==> config.mk <==
export PLATFORM = sky130hd
export DESIGN_NAME = btn_debounce_multi_flat
export DESIGN_NICKNAME = d
export VERILOG_FILES = /design/src/rtl/btn_debounce_multi_if.sv /design/src/rtl/btn_debounce_multi.sv /design/src/flat_wrapper.sv
export SDC_FILE = /design/constraint.sdc
export NUM_CORES = 1
export LEC_CHECK = 0
export CAP_MARGIN = 5
export CORE_MARGIN = 1
export CORE_UTILIZATION = 66
export DETAILED_ROUTE_END_ITERATION = 16
export PLACE_DENSITY = 0.86
export REMOVE_ABC_BUFFERS = 1
export SLEW_MARGIN = 20
export SYNTH_ARGS = -nofsm -noshare
export SYNTH_HDL_FRONTEND = slang
export SYNTH_SLANG_ARGS = --single-unit
==> constraint.sdc <==
create_clock -name clk -period 3.3 [get_ports clk]
set_clock_uncertainty 0.05 [all_clocks]
set_input_delay 0.66 -clock clk [delete_from_list [all_inputs] [get_ports clk]]
set_output_delay 0.66 -clock clk [all_outputs]
set_load 0.005 [all_outputs]
==> src/rtl/btn_debounce_multi_if.sv <==
// Button conditioner signal bundle: raw inputs from the board, clean levels and strobes back.
// The master side owns the raw buttons; the slave side is the debouncer.
interface btn_debounce_multi_if #(
  parameter int N_BTN = 5
);
  logic [N_BTN-1:0] bouncy_btns;
  logic [N_BTN-1:0] btn_level;
  logic [N_BTN-1:0] btn_press;
  logic [N_BTN-1:0] btn_release;
  logic             btn_any;

  modport master (
    output bouncy_btns,
    input  btn_level,
    input  btn_press,
    input  btn_release,
    input  btn_any
  );

  modport slave (
    input  bouncy_btns,
    output btn_level,
    output btn_press,
    output btn_release,
    output btn_any
  );
endinterface

==> src/rtl/btn_debounce_multi.sv <==
// N-channel push-button conditioner: 2-FF sync, stable-count debounce, level + press/release strobes.
// Optional auto-repeat of btn_press while held is compiled in with `define DEBOUNCE_REPEAT_EN.
module btn_debounce_multi #(
  parameter int N_BTN            = 5,
  parameter int CNT_W            = 20,
  parameter int DEBOUNCE_CYC     = 1000000,
  parameter bit ACTIVE_HIGH      = 1'b1,
  parameter int REPEAT_DELAY_CYC = 50000000,
  parameter int REPEAT_RATE_CYC  = 10000000
) (
  input logic                 clk,
  input logic                 rst_n,
  btn_debounce_multi_if.slave btn_if
);

  typedef enum logic [1:0] {
    IDLE       = 2'd0,
    PRESS_WAIT = 2'd1,
    HELD       = 2'd2,
    REL_WAIT   = 2'd3
  } state_t;

  localparam logic [CNT_W-1:0] CNT_LAST = CNT_W'(DEBOUNCE_CYC - 1);

  if (DEBOUNCE_CYC < 2 || DEBOUNCE_CYC >= 2**CNT_W ||
      REPEAT_RATE_CYC < 1 || REPEAT_RATE_CYC > REPEAT_DELAY_CYC) begin : g_bad_params
    $error("btn_debounce_multi: inconsistent debounce/repeat parameters");
  end

  logic [N_BTN-1:0] level_vec;
  logic [N_BTN-1:0] level_next_vec;
  logic [N_BTN-1:0] press_vec;
  logic [N_BTN-1:0] release_vec;
  logic             any_reg;

  for (genvar gi = 0; gi < N_BTN; gi++) begin : g_ch
    logic             raw_fixed;
    logic             sync1_reg, s_reg;
    state_t           state_reg, state_next;
    logic [CNT_W-1:0] cnt_reg, cnt_next;
    logic             level_reg, press_reg, release_reg;
    logic             level_next, press_next, release_next;
    logic             rep_fire;

    assign raw_fixed = ACTIVE_HIGH ? btn_if.bouncy_btns[gi] : ~btn_if.bouncy_btns[gi];

    always_ff @(posedge clk or negedge rst_n) begin
      if (!rst_n) begin
        sync1_reg <= 1'b0;
        s_reg     <= 1'b0;
      end else begin
        sync1_reg <= raw_fixed;
        s_reg     <= sync1_reg;
      end
    end

    always_ff @(posedge clk or negedge rst_n) begin
      if (!rst_n) begin
        state_reg   <= IDLE;
        cnt_reg     <= '0;
        level_reg   <= 1'b0;
        press_reg   <= 1'b0;
        release_reg <= 1'b0;
      end else begin
        state_reg   <= state_next;
        cnt_reg     <= cnt_next;
        level_reg   <= level_next;
        press_reg   <= press_next;
        release_reg <= release_next;
      end
    end

    // The cycle that leaves IDLE/HELD is already the first stable sample, hence cnt starts at 1.
    always_comb begin
      state_next = state_reg;
      cnt_next   = cnt_reg;
      case (state_reg)
        IDLE: if (s_reg) begin
          state_next = PRESS_WAIT;
          cnt_next   = CNT_W'(1);
        end
        PRESS_WAIT: if (!s_reg) begin
          state_next = IDLE;
          cnt_next   = '0;
        end else if (cnt_reg == CNT_LAST) begin
          state_next = HELD;
          cnt_next   = '0;
        end else begin
          cnt_next   = cnt_reg + CNT_W'(1);
        end
        HELD: if (!s_reg) begin
          state_next = REL_WAIT;
          cnt_next   = CNT_W'(1);
        end
        REL_WAIT: if (s_reg) begin
          state_next = HELD;
          cnt_next   = '0;
        end else if (cnt_reg == CNT_LAST) begin
          state_next = IDLE;
          cnt_next   = '0;
        end else begin
          cnt_next   = cnt_reg + CNT_W'(1);
        end
        default: begin
          state_next = IDLE;
          cnt_next   = '0;
        end
      endcase
    end

    always_comb begin
      level_next   = (state_next == HELD) || (state_next == REL_WAIT);
      press_next   = ((state_reg == PRESS_WAIT) && s_reg && (cnt_reg == CNT_LAST)) || rep_fire;
      release_next = (state_reg == REL_WAIT) && !s_reg && (cnt_reg == CNT_LAST);
    end

`ifdef DEBOUNCE_REPEAT_EN
    localparam int             REP_W      = $clog2(REPEAT_DELAY_CYC + 1);
    localparam logic [REP_W-1:0] REP_LAST   = REP_W'(REPEAT_DELAY_CYC - 1);
    localparam logic [REP_W-1:0] REP_RELOAD = REP_W'(REPEAT_DELAY_CYC - REPEAT_RATE_CYC);
    logic [REP_W-1:0] rep_reg;

    // Fires only while truly held, so a repeat can never collide with a release strobe.
    assign rep_fire = (state_reg == HELD) && s_reg && (rep_reg == REP_LAST);

    always_ff @(posedge clk or negedge rst_n) begin
      if (!rst_n) begin
        rep_reg <= '0;
      end else if (state_next == IDLE || state_next == PRESS_WAIT || state_reg == PRESS_WAIT) begin
        rep_reg <= '0;
      end else if (rep_fire) begin
        rep_reg <= REP_RELOAD;
      end else if (rep_reg != REP_LAST) begin
        rep_reg <= rep_reg + REP_W'(1);
      end
    end
`else
    assign rep_fire = 1'b0;
`endif

    assign level_vec[gi]      = level_reg;
    assign level_next_vec[gi] = level_next;
    assign press_vec[gi]      = press_reg;
    assign release_vec[gi]    = release_reg;
  end

  always_ff @(posedge clk or negedge rst_n) begin
    if (!rst_n) begin
      any_reg <= 1'b0;
    end else begin
      any_reg <= |level_next_vec;
    end
  end

  assign btn_if.btn_level   = level_vec;
  assign btn_if.btn_press   = press_vec;
  assign btn_if.btn_release = release_vec;
  assign btn_if.btn_any     = any_reg;

endmodule

==> src/flat_wrapper.sv <==
// flat-port wrapper written by rule: the top's interface ports become plain ports
module btn_debounce_multi_flat 
#(
  parameter int N_BTN            = 5,
  parameter int CNT_W            = 20,
  parameter int DEBOUNCE_CYC     = 1000000,
  parameter bit ACTIVE_HIGH      = 1'b1,
  parameter int REPEAT_DELAY_CYC = 50000000,
  parameter int REPEAT_RATE_CYC  = 10000000
)
  (clk, rst_n, btn_if_bouncy_btns, btn_if_btn_level, btn_if_btn_press, btn_if_btn_release, btn_if_btn_any);
  btn_debounce_multi_if #(.N_BTN(N_BTN)) btn_if_i ();
  input logic clk;
  input logic rst_n;
  input wire logic [$bits(btn_if_i.bouncy_btns)-1:0] btn_if_bouncy_btns;
  output wire logic [$bits(btn_if_i.btn_level)-1:0] btn_if_btn_level;
  output wire logic [$bits(btn_if_i.btn_press)-1:0] btn_if_btn_press;
  output wire logic [$bits(btn_if_i.btn_release)-1:0] btn_if_btn_release;
  output wire logic [$bits(btn_if_i.btn_any)-1:0] btn_if_btn_any;
  assign btn_if_i.bouncy_btns = btn_if_bouncy_btns;
  assign btn_if_btn_level = btn_if_i.btn_level;
  assign btn_if_btn_press = btn_if_i.btn_press;
  assign btn_if_btn_release = btn_if_i.btn_release;
  assign btn_if_btn_any = btn_if_i.btn_any;
  btn_debounce_multi #(.N_BTN(N_BTN), .CNT_W(CNT_W), .DEBOUNCE_CYC(DEBOUNCE_CYC), .ACTIVE_HIGH(ACTIVE_HIGH), .REPEAT_DELAY_CYC(REPEAT_DELAY_CYC), .REPEAT_RATE_CYC(REPEAT_RATE_CYC)) u_core (.clk(clk), .rst_n(rst_n), .btn_if(btn_if_i));
endmodule
**Word-level counts from Yosys, hierarchy flattened**

Cells that the tools add are included.
Widths: inputs -> output; s select.

- RAM bits: 0
- Logic and storage cells: 187
- Memories kept: 0
- Register bits: 136
- Input port bits: 7
- Bits in latches: 0
- Bits in read-only memories: 0

- Bitwise operators: 0
- Add/sub/neg operators: 5
- Div/mod/pow operators: 0
- Shift operators: 0
- Multiplexer cells: 65
- Eq/ne operators: 40
- $lt $le $gt $ge: 0
- $mul: 0
- Reduce and logical (&&, ||, !) cells: 41

Operator list:

| operator | count |
|---|---|
| $mux 20 | 25 |
| $pmux 20 s4 | 5 |
| $add 20x1->20 const B | 5 |
| $eq 20x20->1 const B | 5 |
| $mux 2 | 30 |
| $eq 2x2->1 const B | 20 |
| $pmux 2 s4 | 5 |
| $logic_and 1x1->1 | 20 |
| $eq 2x1->1 const B | 5 |
| $logic_not 2->1 | 5 |
| $ne 2x1->1 const B | 5 |
| $ne 2x2->1 const B | 5 |
| $reduce_and 2->1 | 5 |
| $logic_not 1->1 | 5 |
| $logic_or 1x1->1 | 5 |
| $reduce_or 5->1 | 1 |

**Logic depth before layout (Yosys ltp)**

Gate-level depths: netlist of the first run.

- Depth in word-level cells: 7
- Gate-level depth with buffers: 9
- Gate-level depth less buffers: 7

**Worst setup path before layout of the first run**

No wires, ideal clock.

- Kind: register -> register
- Start: register u_core.g_ch[2].cnt_reg[13]
- End: register u_core.any_reg, in the netlist u_core.btn_if.btn_any
- Arrival time: 2048 ps
- Data required time: 3124 ps
- Slack: 1075 ps
- Stages on the path, launching flop included: 6
- Setup time: 126 ps
- Buffers on the path: 0
- Cells stage by stage: dfrtp_1 -> or4_1 -> nor4_4 -> mux2_2 -> nor4_1 -> nand2b_1

- Word-level cells in the longest chain between the ends: 7
- Elaborated cells on any way between the ends: 10
- Those cells by class: eq/ne (3); mux (5); reduce/logical (2)

Ends and longest elaborated chain:

| what | RTL line | text |
|---|---|---|
| from (decl) | btn_debounce_multi.sv:40 | `logic [CNT_W-1:0] cnt_reg, cnt_next;` |
| from (signal assigned) | btn_debounce_multi.sv:66 | `cnt_reg <= cnt_next;` |
| $eq 20x20->1 * | btn_debounce_multi.sv:85, btn_debounce_multi.sv:98 |  |
| $mux 2 (on tied branches) | btn_debounce_multi.sv:98, btn_debounce_multi.sv:85 |  |
| $mux 2 (on tied branches) | btn_debounce_multi.sv:95, btn_debounce_multi.sv:82 |  |
| $pmux 2 s4 * | btn_debounce_multi.sv:77 | `case (state_reg)` |
| named net u_core.g_ch[2].state_next[1] | btn_debounce_multi.sv:39 | `state_t state_reg, state_next;` |
| $eq 2x2->1 | btn_debounce_multi.sv:112 | `level_next = (state_next == HELD) \|\| (state_next == REL_WAIT);` |
| $logic_or 1x1->1 * | btn_debounce_multi.sv:112 |  |
| $reduce_or 5->1 * | btn_debounce_multi.sv:151 | `any_reg <= \|level_next_vec;` |
| to (signal assigned) | btn_debounce_multi.sv:151 |  |
| to (decl) | btn_debounce_multi.sv:34 | `logic any_reg;` |

The timed path passes the listed nets; every way through them passes the cells marked *.
A chain may end at the register's enable or synchronous reset.

**Worst setup path in the final report of the first run**

- Start: register u_core.g_ch[4].cnt_reg[0]
- End: register u_core.g_ch[4].cnt_reg[11]

- Word-level cells in the longest chain between the ends: 4
- Elaborated cells on any way between the ends: 6
- Those cells by class: add/sub (1); eq/ne (1); mux (4)

Ends and longest elaborated chain:

| what | RTL line |
|---|---|
| from (decl) | btn_debounce_multi.sv:40 |
| from (signal assigned) | btn_debounce_multi.sv:66 |
| $add 20x1->20 or $eq 20x20->1 (tied branches) | - |
| $mux 20 * | btn_debounce_multi.sv:85, btn_debounce_multi.sv:98 |
| $mux 20 (on tied branches) | btn_debounce_multi.sv:95, btn_debounce_multi.sv:82 |
| $pmux 20 s4 * | btn_debounce_multi.sv:77 |

Mark *: on every way between the ends. The rest lies on a longest branch, timed or not.

==> flow_summary.json, run 1 <==
{
  "place_hpwl_um": 9220,
  "grt_pass1_wl_um": 25200,
  "antenna_found_initial": 0,
  "via_count": 5619,
  "coreArea_um2": 9910,
  "crit_chain": "ha_1 -> nand4_1 -> or4_4 -> nor2_2 -> nor2_1 -> o21ai_0 -> a31oi_1",
  "postCtsHoldBufs": 0,
  "ctsLongestPathBuffers": 2,
  "synth.cell_area_um2": 6860,
  "rsz0062_at_grt": "false",
  "die_y_um": 104,
  "drive_gt1_frac": 0.0826,
  "ctsRootBufferMaster": "clkbuf_8",
  "dieArea_um2": 10800,
  "ys_async_sr_fraction": 1.00,
  "setup_viol": 0,
  "fmax_mhz": 361,
  "cts_resized": 0,
  "synth_edf_count": 0,
  "ant_nets": 0,
  "num_io_pins": 23,
  "slew_violations": 0,
  "clkSinkCount": 136,
  "synthCells": 732,
  "cts.htree.levels": 4,
  "port_buffers": 22,
  "seqCellArea_um2": 3400,
  "drv_cap": 0,
  "crit_slowest_cell": "nor2_1",
  "cp.required_ns": 3.67,
  "numCtsBuffers": 17,
  "mostFrequentLayoutCells": "dfrtp_1 (136), o21ai_0 (113), nand2_1 (84)",
  "insertion_delay_ns": 0.52,
  "place.gp.congestion": 0.815,
  "cp-end-kind": "register",
  "cpPeakStageDelay_ns": 0.82,
  "cp_top_family": "simple AND/OR/NAND/NOR gates",
  "drc": 0,
  "peakVddDrop_mv": 0.525,
  "die_w_um": 104,
  "start_kind": "register",
  "clk_pin_slew_worst_paths_ns": 0.06,
  "largest_register_ffs": 100,
  "path_class": "register to register",
  "grt_max_degree": 92,
  "area_delta_synth_final_pct": 11.0,
  "synth.avg_cell_area_um2": 9.37,
  "status": "completed",
  "final_area_um2": 7620,
  "ys_seq_elements": 136,
  "nNetsFinal": 750,
  "initial_utilization": 0.692,
  "relSlewSlack": 0.284,
  "cts_tree": "built",
  "nFillCells": 680,
  "rows": 36,
  "place_area_um2": 7070,
  "cp.arrival_ns": 3.14,
  "dr.pass1.iters": 5,
  "wirelength_um": 14500,
  "p_per_area_nw_per_um2": 474,
  "first_iter_violations": 337,
  "layout_min_cycle_time_ns": 2.77,
  "tns_ns": 0,
  "wire_per_inst_um": 16.4,
  "synth.distinct_cells": 56,
  "antenna-diode-count": 0,
  "final_common_cell": "dfrtp_1",
  "grt-ovfl-total": 0,
  "fin_crit_sh": 0.839,
  "crit_buf_inv": 0,
  "synth-seq-area-share": 0.496,
  "grt_pass1_vias": 5503,
  "yosys_warnings": 0,
  "grt_usage": 0.286,
  "worst_slew_pin_slew_ns": 1.07,
  "hp-class": "input pin to asynchronous set/reset pin",
  "worst-path-max-fanout": 16,
  "multi_input_area_um2": 3210,
  "p_leak_nw": 3.20,
  "synth_ff_type": "dfrtp_1",
  "final-hold-violation-count": 0,
  "viasPerCell": 6.36,
  "cts_setup_buffers": 0
}
[final cells by class]
class,count,share of cell area
Sequential cell,136,0.447
Clock inverter,12,0.0138
Multi-Input combinational cell,547,0.422
Clock buffer,20,0.0559
Timing Repair Buffer,27,0.0356
Tap cell,133,0.0218
Inverter,9,0.00444
[synth_stat cells (all sizes together) (14+ instances only)]
cell type	count	area [um^2]
dfrtp	136	3400
o21ai	114	571
nand2	85	322
nor2	62	235
nand3	44	220
o31ai	26	209
buf	25	169
a31oi	19	119
and3	19	119
a21oi	17	85.1
nand4	16	106
clkbuf	15	56.3
nor4	15	124
xor2	14	123
[worst reg2reg max path, cell delays in order (launching register included)]
cell and delay [ns]:
dfrtp_1 0.45, ha_1 0.29, nand4_1 0.21, or4_4 0.18, nor2_2 0.05, nor2_1 0.82, o21ai_0 0.30, a31oi_1 0.31
[metrics by stage]
step | hold WS [ns] | power, mW | util | std cells | worst slack, ns
after global routing | 0.0214 | 3.74 | 0.769 | 884 | 0.443
after CTS | 0.00825 | 3.63 | 0.767 | 884 | 0.606
after detailed placement | 0.291 | 1.95 | 0.714 | 852 | 0.721
after global placement | 0.283 | 1.93 | 0.714 | 852 | 0.840
final | 0.00355 | 3.61 | 0.769 | 884 | 0.533
after floorplan | 0.281 | 1.86 | - | 692 | 0.801
[power by group]
| part | switching (mW) | leakage (nW) | internal, mW |
|---|---|---|---|
| combinational | 0.124 | 1.11 | 0.0591 |
| clock | 0.694 | 0.247 | 0.993 |
| sequential | 0.0432 | 1.85 | 1.70 |
[cell families (layout without fill, tap and decap cells)]
logic type	count (synthesis)	count (layout)	synth area share
buf+inv	49	68	0.0377
fa+ha+maj	5	5	0.00912
flops	136	136	0.496
xor+xnor	24	24	0.0306
simple gates	308	308	0.235
compound gates	197	197	0.170
mux	13	13	0.0221
[final timing paths]
path	to	slack [ns]	from	cells after the start
worst max-delay path	u_core.g_ch[4].cnt_reg[11]	0.53	u_core.g_ch[4].cnt_reg[0]	7
worst min-delay path	u_core.g_ch[3].cnt_reg[17]	0.004	rst_n	1
min in group clk	u_core.g_ch[3].s_reg	0.31	u_core.g_ch[3].sync1_reg	0
worst min register to register	u_core.g_ch[3].s_reg	0.31	u_core.g_ch[3].sync1_reg	0
max in group asynchronous	u_core.g_ch[4].cnt_reg[6]	2.39	rst_n	2
worst max register to register	u_core.g_ch[4].cnt_reg[11]	0.53	u_core.g_ch[4].cnt_reg[0]	7
[routing by layer]
layer,vias to the layer above,share of wire,track usage
li1,2671,-,-
met1,2742,0.44,0.369
met2,174,0.50,0.476
met3,32,0.046,0.0639
met4,0,0.017,0.105
met5,-,0,0
(Power assumes the default switching activity.)
==> run 2, diff against run 1 <==
--- a/config.mk
+++ b/config.mk
@@ -7,9 +7,9 @@
 export LEC_CHECK = 0
 export CAP_MARGIN = 5
 export CORE_MARGIN = 1
-export CORE_UTILIZATION = 66
+export CORE_UTILIZATION = 61
 export DETAILED_ROUTE_END_ITERATION = 16
-export PLACE_DENSITY = 0.86
+export PLACE_DENSITY = 0.8
 export REMOVE_ABC_BUFFERS = 1
 export SLEW_MARGIN = 20
 export SYNTH_ARGS = -nofsm -noshare
==> constraint.sdc (replaced) <==
create_clock -name clk -period 2.6 [get_ports clk]
set_clock_uncertainty 0.05 [all_clocks]
set_input_delay 0.52 -clock clk [delete_from_list [all_inputs] [get_ports clk]]
set_output_delay 0.52 -clock clk [all_outputs]
set_load 0.005 [all_outputs]
==> flow_summary.json, run 2 (synthesis gave the netlist of run 1 again) <==
{
  "cp.required_ns": 2.95,
  "grt_pass1_vias": 5396,
  "p_clk_frac": 0.481,
  "start_kind": "register",
  "mostFrequentLayoutCells": "dfrtp_1 (136), o21ai_0 (113), nand2_1 (84)",
  "swShare": 0.232,
  "insertion_delay_ns": 0.52,
  "p_per_area_nw_per_um2": 608,
  "setup_viol": 0,
  "final_common_cell": "dfrtp_1",
  "drc": 0,
  "hp-class": "register to register",
  "drive_gt1_frac": 0.0991,
  "ctsLongestPathBuffers": 2,
  "nNetsFinal": 766,
  "antenna-diode-count": 0,
  "ant_nets": 0,
  "place.gp.congestion": 0.863,
  "p_seq_frac": 0.468,
  "relSlewSlack": 0.518,
  "wire_per_inst_um": 16.1,
  "port_buffers": 22,
  "rsz0062_at_grt": "true",
  "grt_usage": 0.274,
  "die_y_um": 108,
  "cts_tree": "built",
  "grt_pass1_wl_um": 24800,
  "die_w_um": 108,
  "num_io_pins": 23,
  "worst-path-max-fanout": 5,
  "path_class": "register to register",
  "area_delta_synth_final_pct": 13.3,
  "via_count": 5611,
  "clkSinkCount": 136,
  "p_leak_nw": 3.30,
  "first_iter_violations": 375,
  "wirelength_um": 14600,
  "drv_cap": 0,
  "antenna_found_initial": 0,
  "rows": 38,
  "dr.pass1.iters": 5,
  "power.total_mw": 4.73,
  "fmax_mhz": 404,
  "layout_min_cycle_time_ns": 2.47,
  "fin_crit_sh": 0.952,
  "holdWs_ns": 0.298,
  "p_comb_frac": 0.051,
  "initial_utilization": 0.630,
  "worst_slew_pin_slew_ns": 0.720,
  "final-hold-violation-count": 0,
  "coreArea_um2": 10900,
  "clk_pin_slew_worst_paths_ns": 0.06,
  "cts.htree.levels": 4,
  "largest_register_ffs": 100,
  "place_hpwl_um": 9580,
  "netSwitchingPower_mw": 1.09,
  "slew_violations": 0,
  "grt-ovfl-total": 0,
  "viasPerCell": 6.19,
  "grt_max_degree": 56,
  "numCtsBuffers": 17,
  "cts_setup_buffers": 0,
  "dieArea_um2": 11700,
  "p_int_mw": 3.63,
  "cp-end-kind": "register",
  "ctsRootBufferMaster": "clkbuf_8",
  "cp.arrival_ns": 2.82,
  "status": "completed",
  "peakVddDrop_mv": 0.543
}
[run 2: cell types whose count changed in the layout (fill, tap and decap cells not counted)]
cell,delta
clkinvlp_4,-2
nor2_2,-1
buf_4,+15
bufinv_16,+1
clkbuf_8,+1
inv_6,+1
nor2_1,+1
clkinv_2,-1
dlygate4sd3_1,+1
[run 2: final timing paths]
check                                     startpoint                         end  slack (ns)  depth (start not counted)
setup / recovery           u_core.g_ch[0].cnt_reg[0]       u_core.btn_if.btn_any        0.13                          7
hold / removal              u_core.g_ch[2].sync1_reg        u_core.g_ch[2].s_reg        0.30                          0
min in group asynchronous                      rst_n  u_core.g_ch[3].cnt_reg[18]        0.47                          2
hold reg to reg             u_core.g_ch[2].sync1_reg        u_core.g_ch[2].s_reg        0.30                          0
max in group asynchronous                      rst_n   u_core.g_ch[0].cnt_reg[4]        1.30                          3
setup reg to reg           u_core.g_ch[0].cnt_reg[0]       u_core.btn_if.btn_any        0.13                          7
[run 2: what timing repair did]
item                       4_1_cts  5_1_grt
resized for setup                0        2
hold endpoints to repair        53        0
setup endpoints to repair        0        3
hold buffers                     1        0
[run 2: worst max-delay path, stage by stage, from the launching register on]
cell      delay, ns
dfrtp_1        0.42
ha_1           0.24
nand3_1        0.24
nor4_4         0.40
nand4_2        0.24
mux2_4         0.36
nor4_1         0.29
nand2b_1       0.10
[run 2: layout make-up]
cell class	instances	area, um^2
clock inverter	11	124
fill	807	3110
timing repair buffer	43	394
inverter	9	33.8
multi-input combinational	547	3210
sequential	136	3400
clock buffer	21	439
tap	140	175
[run 2: layer usage]
layer  global-route usage  vias to the layer above  routed length [um]
li1                     -                     2705                   -
met1                0.348                     2716                6420
met2                0.447                      163                7300
met3               0.0735                       27                 642
met4                0.103                        0                 261
met5                    0                        -                   0
[run 2: power by group through the flow]
stage	logic [mW]	clock network [mW]	registers [mW]
2_1_floorplan	0.129	0	2.23
3_3_place_gp	0.227	0	2.24
3_5_place_dp	0.238	0	2.24
4_1_cts	0.243	2.32	2.21
5_1_grt	0.274	2.41	2.21
6_report	0.241	2.27	2.21
[run 2: per-stage QoR]
| stage | setup WS [ns] | TNS, ns | instances | utilization | instance area, um^2 |
|---|---|---|---|---|---|
| floorplan | 0.101 | 0 | 692 | - | 6640 |
| global placement | 0.356 | 0 | 874 | 0.661 | 7200 |
| detailed placement | 0.199 | 0 | 874 | 0.661 | 7200 |
| CTS | 0.164 | 0 | 907 | 0.714 | 7770 |
| global route | -0.00228 | -0.00228 | 907 | 0.714 | 7780 |
| finish | 0.126 | 0 | 907 | 0.714 | 7780 |
